--- src/rtl/uart_msg_tx_if.sv ---
// Request/status handshake and serial line of uart_msg_tx.
// master = bot controller side, slave = transmitter side.
interface uart_msg_tx_if ();
  logic       start;
  logic [7:0] sub_char;
  logic       tx;
  logic       busy;
  logic       done;

  modport master (
    output start,
    output sub_char,
    input  tx,
    input  busy,
    input  done
  );

  modport slave (
    input  start,
    input  sub_char,
    output tx,
    output busy,
    output done
  );
endinterface

--- src/rtl/uart_msg_tx.sv ---
// UART message transmitter: serialises a fixed ASCII template, one character optionally
// replaced by a byte latched at start. Define UART_PARITY_EN to append an even-parity bit.
module uart_msg_tx #(
  parameter int                   CLK_DIV = 434,
  parameter int                   MSG_LEN = 13,
  parameter logic [MSG_LEN*8-1:0] MSG     = "S_P_DZN1_N_#\n",
  parameter int                   SUB_POS = 3
) (
  input  logic         clk_50,
  input  logic         rst,
  uart_msg_tx_if.slave bus
);

  localparam int TIMER_W = $clog2(CLK_DIV);
  localparam int CHAR_W  = $clog2(MSG_LEN + 1);

  localparam logic [TIMER_W-1:0] TIMER_MAX = TIMER_W'(CLK_DIV - 1);
  localparam logic [CHAR_W-1:0]  LAST_CHAR = CHAR_W'(MSG_LEN - 1);
  localparam bit                 SUB_EN    = (SUB_POS != 0);
  localparam logic [CHAR_W-1:0]  SUB_IDX   = CHAR_W'(SUB_EN ? SUB_POS - 1 : 0);

  typedef enum logic [2:0] {
    IDLE,
    START,
    DATA,
`ifdef UART_PARITY_EN
    PARITY,
`endif
    STOP
  } state_e;

  state_e               state_q, state_d;
  logic [TIMER_W-1:0]   timer_q, timer_d;
  logic [2:0]           bit_idx_q, bit_idx_d;
  logic [CHAR_W-1:0]    char_idx_q, char_idx_d;
  logic [7:0]           char_q, char_d;
  logic [7:0]           sub_q, sub_d;
  logic                 tx_q, tx_d;
  logic                 busy_q, busy_d;
  logic                 done_q, done_d;

  logic                 bit_end;
  logic [CHAR_W-1:0]    char_idx_next;

  // Character at 0-based index idx; the template is stored first-character-in-MSB.
  function automatic logic [7:0] char_sel(input logic [CHAR_W-1:0] idx,
                                          input logic [7:0]        sub);
    logic [MSG_LEN*8-1:0] shifted;
    shifted = MSG << {idx, 3'b000};
    if (SUB_EN && idx == SUB_IDX) return sub;
    return shifted[MSG_LEN*8-1 -: 8];
  endfunction

  assign bit_end       = (timer_q == TIMER_MAX);
  assign char_idx_next = char_idx_q + CHAR_W'(1);

  // NOTE: sequential state uses non-blocking assignments so every flop samples
  // pre-edge values regardless of statement order.
  always_ff @(posedge clk_50) begin
    if (rst) begin
      state_q    <= IDLE;
      timer_q    <= '0;
      bit_idx_q  <= '0;
      char_idx_q <= '0;
      char_q     <= '0;
      sub_q      <= '0;
      tx_q       <= 1'b1;
      busy_q     <= 1'b0;
      done_q     <= 1'b0;
    end else begin
      state_q    <= state_d;
      timer_q    <= timer_d;
      bit_idx_q  <= bit_idx_d;
      char_idx_q <= char_idx_d;
      char_q     <= char_d;
      sub_q      <= sub_d;
      tx_q       <= tx_d;
      busy_q     <= busy_d;
      done_q     <= done_d;
    end
  end

  // NOTE: every signal gets a default at the top of a combinational block so no
  // path leaves it unassigned, which would infer a latch.
  always_comb begin
    state_d    = state_q;
    timer_d    = timer_q;
    bit_idx_d  = bit_idx_q;
    char_idx_d = char_idx_q;
    char_d     = char_q;
    sub_d      = sub_q;

    if (state_q != IDLE) timer_d = bit_end ? '0 : timer_q + TIMER_W'(1);

    unique case (state_q)
      IDLE: begin
        // start while busy never reaches here, so a request cannot retrigger a message.
        if (bus.start) begin
          sub_d      = bus.sub_char;
          char_idx_d = '0;
          char_d     = char_sel('0, bus.sub_char);
          timer_d    = '0;
          state_d    = START;
        end
      end
      START: begin
        if (bit_end) begin
          bit_idx_d = '0;
          state_d   = DATA;
        end
      end
      DATA: begin
        if (bit_end) begin
          if (bit_idx_q == 3'd7) begin
`ifdef UART_PARITY_EN
            state_d = PARITY;
`else
            state_d = STOP;
`endif
          end else begin
            bit_idx_d = bit_idx_q + 3'd1;
          end
        end
      end
`ifdef UART_PARITY_EN
      PARITY: begin
        if (bit_end) state_d = STOP;
      end
`endif
      STOP: begin
        if (bit_end) begin
          if (char_idx_q == LAST_CHAR) begin
            state_d = IDLE;
          end else begin
            char_idx_d = char_idx_next;
            char_d     = char_sel(char_idx_next, sub_q);
            state_d    = START;
          end
        end
      end
      default: state_d = IDLE;
    endcase
  end

  // Outputs follow the current state one cycle later, giving the start-to-tx latency.
  always_comb begin
    tx_d   = 1'b1;
    busy_d = (state_q != IDLE);
    done_d = (state_q == IDLE) && busy_q;
    case (state_q)
      START:   tx_d = 1'b0;
      DATA:    tx_d = char_q[bit_idx_q];
`ifdef UART_PARITY_EN
      PARITY:  tx_d = ^char_q;
`endif
      default: tx_d = 1'b1;
    endcase
  end

  assign bus.tx   = tx_q;
  assign bus.busy = busy_q;
  assign bus.done = done_q;

endmodule

--- src/flat_wrapper.sv ---
// flat-port wrapper written by rule: the top's interface ports become plain ports
module uart_msg_tx_flat 
#(
  parameter int                   CLK_DIV = 434,
  parameter int                   MSG_LEN = 13,
  parameter logic [MSG_LEN*8-1:0] MSG     = "              ",
  parameter int                   SUB_POS = 3
)
  (clk_50, rst, bus_start, bus_sub_char, bus_tx, bus_busy, bus_done);
  uart_msg_tx_if bus_i ();
  input  logic clk_50;
  input  logic rst;
  input wire logic [$bits(bus_i.start)-1:0] bus_start;
  input wire logic [$bits(bus_i.sub_char)-1:0] bus_sub_char;
  output wire logic [$bits(bus_i.tx)-1:0] bus_tx;
  output wire logic [$bits(bus_i.busy)-1:0] bus_busy;
  output wire logic [$bits(bus_i.done)-1:0] bus_done;
  assign bus_i.start = bus_start;
  assign bus_i.sub_char = bus_sub_char;
  assign bus_tx = bus_i.tx;
  assign bus_busy = bus_i.busy;
  assign bus_done = bus_i.done;
  uart_msg_tx #(.CLK_DIV(CLK_DIV), .MSG_LEN(MSG_LEN), .MSG(MSG), .SUB_POS(SUB_POS)) u_core (.clk_50(clk_50), .rst(rst), .bus(bus_i));
endmodule
--- config.mk ---
export PLATFORM = sky130hd
export DESIGN_NAME = uart_msg_tx_flat
export DESIGN_NICKNAME = d
export VERILOG_FILES = /design/src/rtl/uart_msg_tx_if.sv /design/src/rtl/uart_msg_tx.sv /design/src/flat_wrapper.sv
export SDC_FILE = /design/constraint.sdc
export NUM_CORES = 1
export LEC_CHECK = 0
export ABC_AREA = 1
export CORE_AREA = 4 4 48 82
export CTS_BUF_LIST = sky130_fd_sc_hd__clkbuf_8
export DETAILED_ROUTE_END_ITERATION = 16
export DIE_AREA = 0 0 52 86
export GPL_TIMING_DRIVEN = 0
export HOLD_SLACK_MARGIN = 0.02
export PLACE_DENSITY = 0.81
export RECOVER_POWER = 50
export SYNTH_ARGS = -nofsm -noshare
export SYNTH_HDL_FRONTEND = slang
export SYNTH_SLANG_ARGS = --single-unit
--- constraint.sdc ---
create_clock -name clk_50 -period 3.5 [get_ports clk_50]
set_input_delay 0.7 -clock clk_50 [delete_from_list [all_inputs] [get_ports clk_50]]
set_output_delay 0.7 -clock clk_50 [all_outputs]
set_load 0.01 [all_outputs]
==> flow_summary.rst, run 1 <==
.. list-table::
   :header-rows: 1

   * - Metric
     - Value
   * - Outcome
     - finished, final reports clean
   * - Comb pwr share
     - 0.361
   * - Portion of total power attributed to sequential cells
     - 0.358
   * - Clock tree from TritonCTS
     - built
   * - Share of cells above drive strength 1
     - 0.0671
   * - Count of cell types in the netlist
     - 24
   * - Count of clock tree sinks
     - 37
   * - Number of failing setup endpoints in the final timing report
     - 0
   * - Buffers from clock root to sink, at most
     - 2
   * - Flop-to-flop setup slack
     - 1.35 ns
   * - Leading cell types by total area after synthesis
     - dfxtp_1, nand2_1, inv_1
   * - Via count of the first global-routing pass
     - 1,865
   * - Crit path max-delay family
     - buffers and inverters
   * - Post-placement setup slack
     - 1.34 ns
   * - Arrival time at the worst endpoint
     - 2.55 ns
   * - Antenna Diode Count
     - 0
   * - Setup CP Type
     - input pin to flop
   * - Die Height
     - 86 um
   * - Initial Util
     - 0.598
   * - Vias/cell
     - 5.08
   * - Insertion delay to the later sink of the worst-skew pair
     - 0.29 ns
   * - Launching element type of the critical path
     - input pin
   * - Number of maximum-capacitance constraint violations
     - 0
   * - Final antenna-violating net count
     - 0
   * - Final Hold Violating Endpoints
     - 0
   * - Pleak
     - 0.00103 uW
   * - Sequential area share after synthesis
     - 0.372
   * - Worst Hold Slack
     - 0.441 ns
   * - Total DRC errors in the routed layout
     - 0
   * - DRT Pass-1 Iters
     - 4
   * - DR WL/cell
     - 12.0 um
   * - Post-synth top area cell
     - dfxtp_1
   * - Number of gates on the worst path with buffers counted
     - 8
   * - RSZ-0062 raised after global routing
     - false
   * - Yosys Warn Count
     - 0
   * - Worst-path fanout max
     - 10
   * - Relative slew slack
     - 0.639
   * - Cell with the biggest individual delay on the critical path
     - dlygate4sd3_1
   * - Finished Core Util
     - 0.686
   * - Detailed router's first-iteration violation count
     - 71
   * - Cell count of the worst reg-to-reg path
     - 10
   * - Slew @ Worst Pin
     - 0.540 ns
   * - Number of instances in the synthesized netlist
     - 292
   * - Die width
     - 52 um
   * - Post-CTS Setup Inserts
     - 0
   * - Root buffer cell
     - clkbuf_8
   * - Antenna violations before repair
     - 0
   * - Global-route usage over all layers
     - 0.222
   * - Final period util
     - 0.681
   * - Maximum clock frequency
     - approximately 420 MHz
   * - Endpoint type of the worst setup path
     - flop
   * - Startpoint of the lowest-slack register-to-register path
     - u_core.state_q[0]
   * - Switching portion of total power
     - 0.354
   * - Post-Route Skew
     - 0.00704 ns
   * - Gpl congestion
     - between 0.8 and 0.9
   * - Via count
     - 1,820
   * - Path class of the lowest-slack min-delay path
     - flop to flop
   * - Number of I/O pins
     - 14
   * - Post-layout minimum cycle time
     - 2.38 ns
   * - Start point of the critical path
     - bus_start
   * - Number of register bits inferred by synthesis
     - 37
   * - Max Slew Vio Count
     - 0
   * - Clock transition at the registers of the reported paths
     - about 0.070 ns
   * - Pwr Density
     - 683 nW/um^2
   * - Design internal power
     - 1010 uW
   * - Yosys top cell area share
     - 0.372
   * - Net count of the finished layout
     - 335
   * - Core box area
     - 3330 sq um
   * - Worst path max stage delay
     - 0.57 ns
   * - Final global-route overflow total
     - 0
   * - CTS Hold Buffers Added
     - 0
   * - Max H-tree Level
     - 2
   * - Syn-to-layout area delta
     - 14.8%
   * - Max VDD drop
     - around 0.00056 V
   * - Number of buffer and inverter instances along the worst setup path
     - 3
   * - Switching component of the power
     - 552 uW
   * - Avg Cell Area, Syn
     - 6.81 sq um
   * - IO buf count
     - 13
   * - Sum of net half-perimeters after detailed placement
     - 3280 um
   * - Post-synthesis net count
     - 315
   * - Setup TNS after final layout
     - 0 ns
   * - Wire length reported by the detailed router
     - approximately 4300 um
   * - Worst flop-to-flop path endpoint
     - u_core.char_idx_q[3]
   * - Data required time of the worst path
     - 3.67 ns
   * - Wire length of the first global-routing pass
     - about 7500 um
   * - Total die area
     - 4470 sq um
   * - Setup slack after layout
     - ~1.1 ns
   * - Largest net degree at the start of global routing
     - 13
   * - Number of buffers created by CTS
     - 5
   * - CP cell instances
     - dlygate4sd3_1 > nor2_1 > inv_1 > nand3_1 > buf_6 > nand2_1 > o21ai_0 > nor2_2
   * - Cell area after technology mapping
     - 1990 sq um
   * - Number of rows in the core area
     - 28
   * - Final-layout fill cell count
     - 311
   * - Part of the total power dissipated in the clock network
     - 0.281
   * - PostCTS Resize Cnt
     - 0
   * - CP endpoint
     - u_core.char_idx_q[3]
==> placed cells by master, fill, tap and decap left out, drive strengths merged, types with 10 or more instances in the layout <==
master,n
a21oi,26
o21ai,23
clkbuf,10
nor2,46
inv,48
nand3,20
ha,12
clkdlybuf4s50,11
nand2,61
dfxtp,37
==> cell type report <==
type                    instances  area (sq um)  share of cell area
multi-input cells             199           981               0.429
plain buffers                   8          62.6              0.0274
repair buffers                 13           130              0.0570
well taps                      45          56.3              0.0246
inverters                      48           180              0.0789
clock buffers                   5          68.8              0.0301
flip-flops and latches         37           741               0.324
clock inverters                 3          65.1              0.0285
==> kinds of logic (layout without fill, tap and decap cells) <==
family,after synthesis,count (layout),synth area share
buf+inv,56,77,0.122
simple gates,135,135,0.292
compound gates,52,52,0.138
flops,37,37,0.372
fa+ha+maj,12,12,0.0755
==> tightest hold or removal path: stages (launching register included) <==
cell     delay (ns)
dfxtp_1        0.31
nand2_1        0.06
nor2_1         0.04
==> synthesized netlist by cell type <==
master    count
buf_6         3
and2_1        1
nor2_2        2
o22ai_1       2
nand3_2       1
clkbuf_1      4
o21ai_0      16
inv_2         2
nor2_1       43
or2_2         1
a21oi_1      26
nand3_1      19
nor3_1        3
inv_1        46
nand4_1       3
dfxtp_1      37
o21ai_1       5
a21o_2        1
nor2_8        1
nand2_2       3
clkbuf_8      1
ha_1         12
nand2_1      58
o21ai_2       2
==> state kept, by name, indices dropped and copies added (netlist names) <==
signal	cells
u_core.bit_idx_q	3
u_core.bus.busy	1
u_core.bus.done	1
u_core.bus.tx	1
u_core.char_idx_q	4
u_core.char_q	8
u_core.state_q	2
u_core.sub_q	8
u_core.timer_q	9
==> through the flow <==
step / power, uW / cells / instance area [sq um]
floorplan: 1000 / 292 / 1990
global placement: 1140 / 350 / 2180
detailed placement: 1160 / 350 / 2180
CTS: 1590 / 358 / 2310
global route: 1690 / 358 / 2280
finish: 1560 / 358 / 2280
==> per-layer routing <==
| layer | wire, um | track usage | vias up |
|---|---|---|---|
| met5 | 0 | 0 | - |
| met4 | 121 | 0.126 | 0 |
| met3 | 106 | 0.0522 | 12 |
| met2 | 2440 | 0.427 | 34 |
| met1 | 1610 | 0.196 | 820 |
| li1 | - | - | 954 |
==> power by group through the flow <==
| stage | sequential (uW) | combinational (uW) | clock (uW) |
|---|---|---|---|
| 4_1_cts | 560 | 590 | 443 |
| 2_1_floorplan | 564 | 437 | 0 |
| 3_3_place_gp | 567 | 573 | 0 |
| 3_5_place_dp | 570 | 586 | 0 |
| 6_report | 559 | 563 | 438 |
| 5_1_grt | 571 | 658 | 463 |
==> worst min path at each step <==
stage / start / end / slack (ns) / cells after the start
floorplan: u_core.sub_q[0] / u_core.sub_q[0] / 0.43 / 2
global placement: u_core.bus.busy / u_core.bus.done / 0.43 / 2
detailed placement: u_core.bus.busy / u_core.bus.done / 0.43 / 2
CTS: u_core.bus.busy / u_core.bus.done / 0.44 / 2
global route: u_core.sub_q[2] / u_core.sub_q[2] / 0.47 / 2
finish: u_core.bus.busy / u_core.bus.done / 0.44 / 2
Note: power is estimated with default switching activity, not from simulation.
==> run 2, diff against run 1 <==
Settings changed: CORE_AREA 4 4 48 82 to 4 4 49 84, DIE_AREA 0 0 52 86 to 0 0 53 88, PLACE_DENSITY 0.81 to 0.78.
Clock period 3.5 ns to 2.25 ns, I/O delays scaled along.
==> run 2 against run 1 <==
- cell count unchanged
- flip-flop and latch count unchanged
- non-clock buffer count unchanged
- largest cell class unchanged
- setup slack worse by 0.68 ns
==> flow_summary.rst, run 2 (synthesized netlist as in run 1, its figures left out) <==
.. list-table::
   :header-rows: 1

   * - Metric
     - Value
   * - Outcome
     - finished, final reports clean
   * - Total design power
     - around 2300 uW
   * - Max Slew Vio Count
     - 0
   * - Number of I/O pins
     - 14
   * - Final global-route overflow total
     - 0
   * - Via count of the first global-routing pass
     - 1,784
   * - Total DRC errors in the routed layout
     - 0
   * - Gpl congestion
     - 0.791
   * - Cell with the biggest individual delay on the critical path
     - dfxtp_1
   * - PostCTS Resize Cnt
     - 0
   * - Number of maximum-capacitance constraint violations
     - 0
   * - Final antenna-violating net count
     - 0
   * - Flop-to-flop setup slack
     - around 0.44 ns
   * - Cell count of the worst reg-to-reg path
     - 9
   * - Pwr Density
     - 1000 nW/um^2
   * - Post-placement setup slack
     - 0.267 ns
   * - Via count
     - approximately 1,800
   * - Max H-tree Level
     - 2
   * - Largest register by flop count
     - u_core.timer_q
   * - Clock tree from TritonCTS
     - built
   * - Number of flip-flops under the largest register name
     - 9
   * - RSZ-0062 raised after global routing
     - false
   * - Core box area
     - 3400 sq um
   * - Total die area
     - 4660 sq um
   * - Launching element type of the critical path
     - flop
   * - Slew @ Worst Pin
     - 0.503 ns
   * - Insertion delay to the later sink of the worst-skew pair
     - 0.30 ns
   * - Worst path max stage delay
     - 0.39 ns
   * - Worst Hold Path Cells
     - 2
   * - Buffers from clock root to sink, at most
     - 2
   * - Antenna violations before repair
     - 0
   * - Vias/cell
     - 5.02
   * - Detailed router's first-iteration violation count
     - 26
   * - Sum of net half-perimeters after detailed placement
     - 3280 um
   * - Number of rows in the core area
     - 28
   * - Number of non-filler instances in the completed layout
     - 358
   * - Syn-to-layout area delta
     - 14.5%
   * - DR WL/cell
     - 12.1 um
   * - Worst-path fanout max
     - 10
   * - Area of all placed cells without fillers
     - 2280 sq um
   * - CP cell instances
     - inv_1 > ha_1 > inv_1 > nor2_8 > inv_2 > nand3_2 > buf_6 > o21ai_1 > nor2_1
   * - Post-Route Skew
     - ~0.006 ns
   * - Max VDD drop
     - 0.000866 V
   * - Largest net degree at the start of global routing
     - 12
   * - IO buf count
     - 13
   * - Setup slack after layout
     - 0.439 ns
   * - Initial Util
     - 0.585
   * - Placed instance area
     - between 2000 and 2500 sq um
   * - Post-layout minimum cycle time
     - 1.81 ns
   * - Die Height
     - 88 um
   * - Global-route usage over all layers
     - 0.217
   * - Crit path max-delay family
     - buffers and inverters
   * - Startpoint of the lowest-slack register-to-register path
     - u_core.state_q[0]
   * - Most frequent cells in the layout
     - nand2_1, inv_1, nor2_1
   * - Maximum clock frequency
     - 552 MHz
   * - Root buffer cell
     - clkbuf_8
   * - Count of clock tree sinks
     - 37
   * - Endpoint type of the worst setup path
     - flop
   * - Final Hold Violating Endpoints
     - 0
   * - Library cell appearing most often on the critical path
     - inv_1
   * - Worst-case hold path end point
     - u_core.bus.done
   * - Final period util
     - 0.805
   * - Number of buffer and inverter instances along the worst setup path
     - 4
   * - Wire length reported by the detailed router
     - 4330 um
   * - Post-CTS Setup Inserts
     - 0
   * - Number of buffers created by CTS
     - 5
   * - Clock transition at the registers of the reported paths
     - 0.07 ns
   * - Number of failing setup endpoints in the final timing report
     - 0
   * - Net count of the finished layout
     - 335
   * - Wire length of the first global-routing pass
     - 7510 um
   * - Setup TNS after final layout
     - 0 ns
   * - Total placed cells including tap cells
     - 350
   * - CTS Hold Buffers Added
     - 0
   * - Die width
     - 53 um
   * - Data required time of the worst path
     - 2.44 ns
   * - Commonest non-fill, non-tap cell in the layout
     - nand2_1
   * - Largest registers ranked by flip-flop count
     - u_core.timer_q: 9 flops, u_core.char_q: 8 flops, u_core.sub_q: 8 flops
   * - Min-delay src
     - u_core.bus.busy
   * - Path class of the lowest-slack min-delay path
     - flop to flop
   * - Pleak
     - 0.00103 uW
   * - Relative slew slack
     - 0.665
   * - Setup CP Type
     - flop to flop
   * - DRT Pass-1 Iters
     - 4
   * - Antenna Diode Count
     - 0
   * - Share of cells above drive strength 1
     - 0.0767
   * - Arrival time at the worst endpoint
     - about 2 ns
   * - Worst flop-to-flop path endpoint
     - u_core.char_q[3]
run 2: cell types whose count changed in the layout (fill, tap and decap cells not counted), moves of 2 or more:
cell / change
bufinv_16: -2
clkbuf_8: +2
clkdlybuf4s50_1: -2
dlygate4sd3_1: +2
run 2: per-layer routing:
layer | track usage | wire length, um | share of wire
met5 | 0 | 0 | 0
met3 | 0.0426 | 99 | 0.023
met4 | 0.126 | 152 | 0.035
met2 | 0.404 | 2370 | 0.55
met1 | 0.212 | 1710 | 0.39
run 2: metrics by stage:
stage          utilization  hold WS, ns
5_1_grt              0.670        0.463
3_5_place_dp         0.640        0.439
2_1_floorplan            -        0.429
4_1_cts              0.670        0.452
6_report             0.670        0.441
3_3_place_gp         0.640        0.426
run 2: worst max-delay path by stage:
stage,from,slack (ns),cells after the start,to
after global routing,u_core.state_q[0],0.31,9,u_core.char_q[7]
after global placement,rst,0.31,5,u_core.timer_q[0]
after floorplan,u_core.state_q[0],0.81,9,u_core.char_idx_q[3]
after CTS,u_core.state_q[0],0.54,9,u_core.char_q[3]
final,u_core.state_q[0],0.44,9,u_core.char_q[3]
after detailed placement,rst,0.27,5,u_core.sub_q[5]
run 2: final cells by class:
type / count / area [sq um]
multi-input cells: 199 / 1010
inverters: 48 / 180
plain buffers: 8 / 62.6
fillers: 335 / 1120
clock inverters: 1 / 5.00
flip-flops and latches: 37 / 741
clock buffers: 7 / 96.3
well taps: 45 / 56.3
repair buffers: 13 / 130
run 2: tightest hold or removal path: stages, from the launching register on:
cell     delay (ns)
dfxtp_1        0.31
nand2_1        0.06
nor2_1         0.04
run 2: power breakdown:
part	switching (uW)	leakage [uW]	internal [uW]
clock	241	0.0000542	277
combinational	553	0.000674	336
sequential	73.3	0.000303	797
==> run 3, diff against run 2 <==
Settings changed: CORE_AREA 4 4 49 84 to 4 4 51 87, DIE_AREA 0 0 53 88 to 0 0 55 91, PLACE_DENSITY 0.78 to 0.76.
Clock period 2.25 ns to 1.5 ns, I/O delays scaled along.
==> run 3 against run 2 <==
- hold slack worse by 0.0077 ns
- sequential share of layout area fell by 2.4 points
- register-to-register slack worse by 0.43 ns
- final area grew 10%
- clock-buffer cell count is 1 lower
- clock power grew 34%
- first-iteration DRC count rose by 58%
- utilization is 1.4 points higher
- total power grew 69%
- non-clock buffer count grew 7
- critical endpoint is now u_core.char_q[0]
- highest routed layer unchanged
==> flow_summary.rst, run 3 (synthesized netlist as in run 1, its figures left out) <==
.. list-table::
   :header-rows: 1

   * - Metric
     - Value
   * - Pwr Density
     - between 1500 and 2000 nW/um^2
   * - Startpoint of the lowest-slack register-to-register path
     - u_core.char_idx_q[0]
   * - DRT Pass-1 Iters
     - 6
   * - Flop-to-flop setup slack
     - about 0.0067 ns
   * - Number of maximum-capacitance constraint violations
     - 0
   * - Setup CP Type
     - flop to flop
   * - Max VDD drop
     - 0.00109 V
   * - DR WL/cell
     - 12.7 um
   * - Commonest non-fill, non-tap cell in the layout
     - nand2_1
   * - Number of buffers created by CTS
     - 5
   * - Outcome
     - finished, final reports clean
   * - Worst Hold Slack
     - 0.434 ns
   * - Vias/cell
     - 5.14
   * - CP cell instances
     - ha_1 > inv_1 > ha_1 > nand2_1 > inv_1 > nand2_4 > nor2_1 > a21oi_2 > nor2_1
   * - Share of cells above drive strength 1
     - 0.226
   * - RSZ-0062 raised after global routing
     - true
   * - Gpl congestion
     - 0.806
   * - Clock tree from TritonCTS
     - built
   * - Total area of sequential cells
     - 754 sq um
   * - Area taken by multi-input logic gates
     - around 1100 sq um
   * - Worst-case hold path end point
     - u_core.bus.done
   * - Final period util
     - 0.996
   * - IO buf count
     - 13
   * - Initial Util
     - 0.543
   * - Min-delay src
     - u_core.bus.busy
   * - Setup TNS after final layout
     - 0 ns
   * - Number of failing setup endpoints in the final timing report
     - 0
   * - Final global-route overflow total
     - 0
   * - Root buffer cell
     - clkbuf_8
   * - Number of rows in the core area
     - 29
   * - Clock transition at the registers of the reported paths
     - 0.07 ns
   * - Largest register by flop count
     - u_core.timer_q
   * - Pleak
     - 0.00109 uW
   * - Buffers from clock root to sink, at most
     - 2
   * - Maximum clock frequency
     - 670 MHz
   * - Die width
     - between 50 and 60 um
   * - Final-layout fill cell count
     - between 300 and 400
   * - Cell count of the worst reg-to-reg path
     - 9
   * - Worst-path fanout max
     - 7
   * - Syn-to-layout area delta
     - 26.0%
   * - Launching element type of the critical path
     - flop
   * - Total die area
     - 5010 sq um
   * - Final Hold Violating Endpoints
     - 0
   * - Data required time of the worst path
     - between 1.5 and 2 ns
   * - Net count of the finished layout
     - 342
   * - Wire length of the first global-routing pass
     - 7420 um
   * - Total DRC errors in the routed layout
     - 0
   * - Number of flip-flops under the largest register name
     - 9
   * - Final antenna-violating net count
     - 0
   * - Via count
     - 1,877
   * - Die Height
     - 91 um
   * - Sum of net half-perimeters after detailed placement
     - about 3300 um
   * - Antenna Diode Count
     - 0
   * - Insertion delay to the later sink of the worst-skew pair
     - 0.29 ns
   * - Worst Hold Path Cells
     - 2
   * - Worst flop-to-flop path endpoint
     - u_core.char_q[0]
   * - Antenna violations before repair
     - 0
   * - Largest registers ranked by flip-flop count
     - u_core.timer_q: 9 flops, u_core.char_q: 8 flops, u_core.sub_q: 8 flops
   * - Global-route usage over all layers
     - 0.199
   * - Worst path max stage delay
     - 0.36 ns
   * - Via count of the first global-routing pass
     - 1,784
   * - Largest net degree at the start of global routing
     - 11
   * - Cell with the biggest individual delay on the critical path
     - dfxtp_2
   * - Post-layout minimum cycle time
     - 1.49 ns
   * - Slew @ Worst Pin
     - 0.487 ns
   * - Path class of the lowest-slack min-delay path
     - flop to flop
   * - Max Slew Vio Count
     - 0
   * - Post-Route Skew
     - 0.00562 ns
   * - Wire length reported by the detailed router
     - 4640 um
   * - Relative slew slack
     - 0.675
   * - Detailed router's first-iteration violation count
     - between 40 and 50
   * - Max H-tree Level
     - 2
   * - Core box area
     - 3660 sq um
   * - Most frequent cells in the layout
     - nand2_1, inv_1, nor2_1
   * - Endpoint type of the worst setup path
     - flop
   * - Count of clock tree sinks
     - 37
   * - Arrival time at the worst endpoint
     - 1.73 ns
   * - Number of I/O pins
     - 14
## run 3: cell count changes in the layout (fill, tap and decap cells not counted), sizes merged
cell / change
inv: +1
clkinv: -1
clkbuf: -1
dlygate4sd3: -4
clkdlybuf4s50: +4
buf: +7
## run 3: repair_timing
item,in CTS,in global routing
pin swaps,1,4
cloned,0,1
setup buffers,1,6
hold buffers,0,0
resized for setup,13,45
endpoints found under the setup margin,24,29
## run 3: worst max path at each step
stage	startpoint	to	slack [ns]	cells past startpoint
after floorplan	u_core.state_q[0]	u_core.char_idx_q[3]	0.06	9
after global placement	rst	u_core.sub_q[5]	-0.29	5
after detailed placement	rst	u_core.char_q[7]	-0.31	5
after CTS	u_core.timer_q[0]	u_core.char_q[7]	0.004	9
after global routing	u_core.char_idx_q[0]	u_core.char_q[3]	-0.09	9
final	u_core.char_idx_q[0]	u_core.char_q[0]	0.007	9
## run 3: routing by layer
layer	routed length [um]	global-route usage	vias up	part of all wire
li1	-	-	971	-
met1	1770	0.200	863	0.38
met2	2590	0.360	32	0.56
met3	137	0.0410	11	0.030
met4	152	0.0933	0	0.033
met5	0	0	-	0
## run 3: final cells by class
| class | instances | share of cell area |
|---|---|---|
| Clock buffer | 6 | 0.0329 |
| Multi-Input combinational cell | 199 | 0.456 |
| Inverter | 48 | 0.0749 |
| Tap cell | 46 | 0.0230 |
| Clock inverter | 1 | 0.00150 |
| Sequential cell | 37 | 0.301 |
| Timing Repair Buffer | 21 | 0.0828 |
| Buffer | 7 | 0.0284 |
## run 3: power breakdown
| part | total [uW] | internal, uW | switching, uW |
|---|---|---|---|
| clock | 696 | 357 | 339 |
| sequential | 1340 | 1220 | 126 |
| combinational | 1820 | 810 | 1010 |
## run 3: critical path, delay by kind of cell, from the launching register on
family                     cells  cell delay (ns)
AOI/OAI and AO/OA              1             0.07
adders and majority gates      2             0.43
buffers and inverters          2             0.16
DFF                            1             0.36
and+or+nand+nor                4             0.42
## run 3: stage by stage
step	util	instances	worst slack, ns	total power, uW	instance area, sq um
after floorplan	-	292	0.0625	2340	1990
after global placement	0.594	351	-0.292	2650	2180
after detailed placement	0.594	351	-0.315	2690	2180
after CTS	0.629	358	0.00371	3450	2300
after global routing	0.684	365	-0.0935	4150	2510
final	0.684	365	0.00666	3860	2510
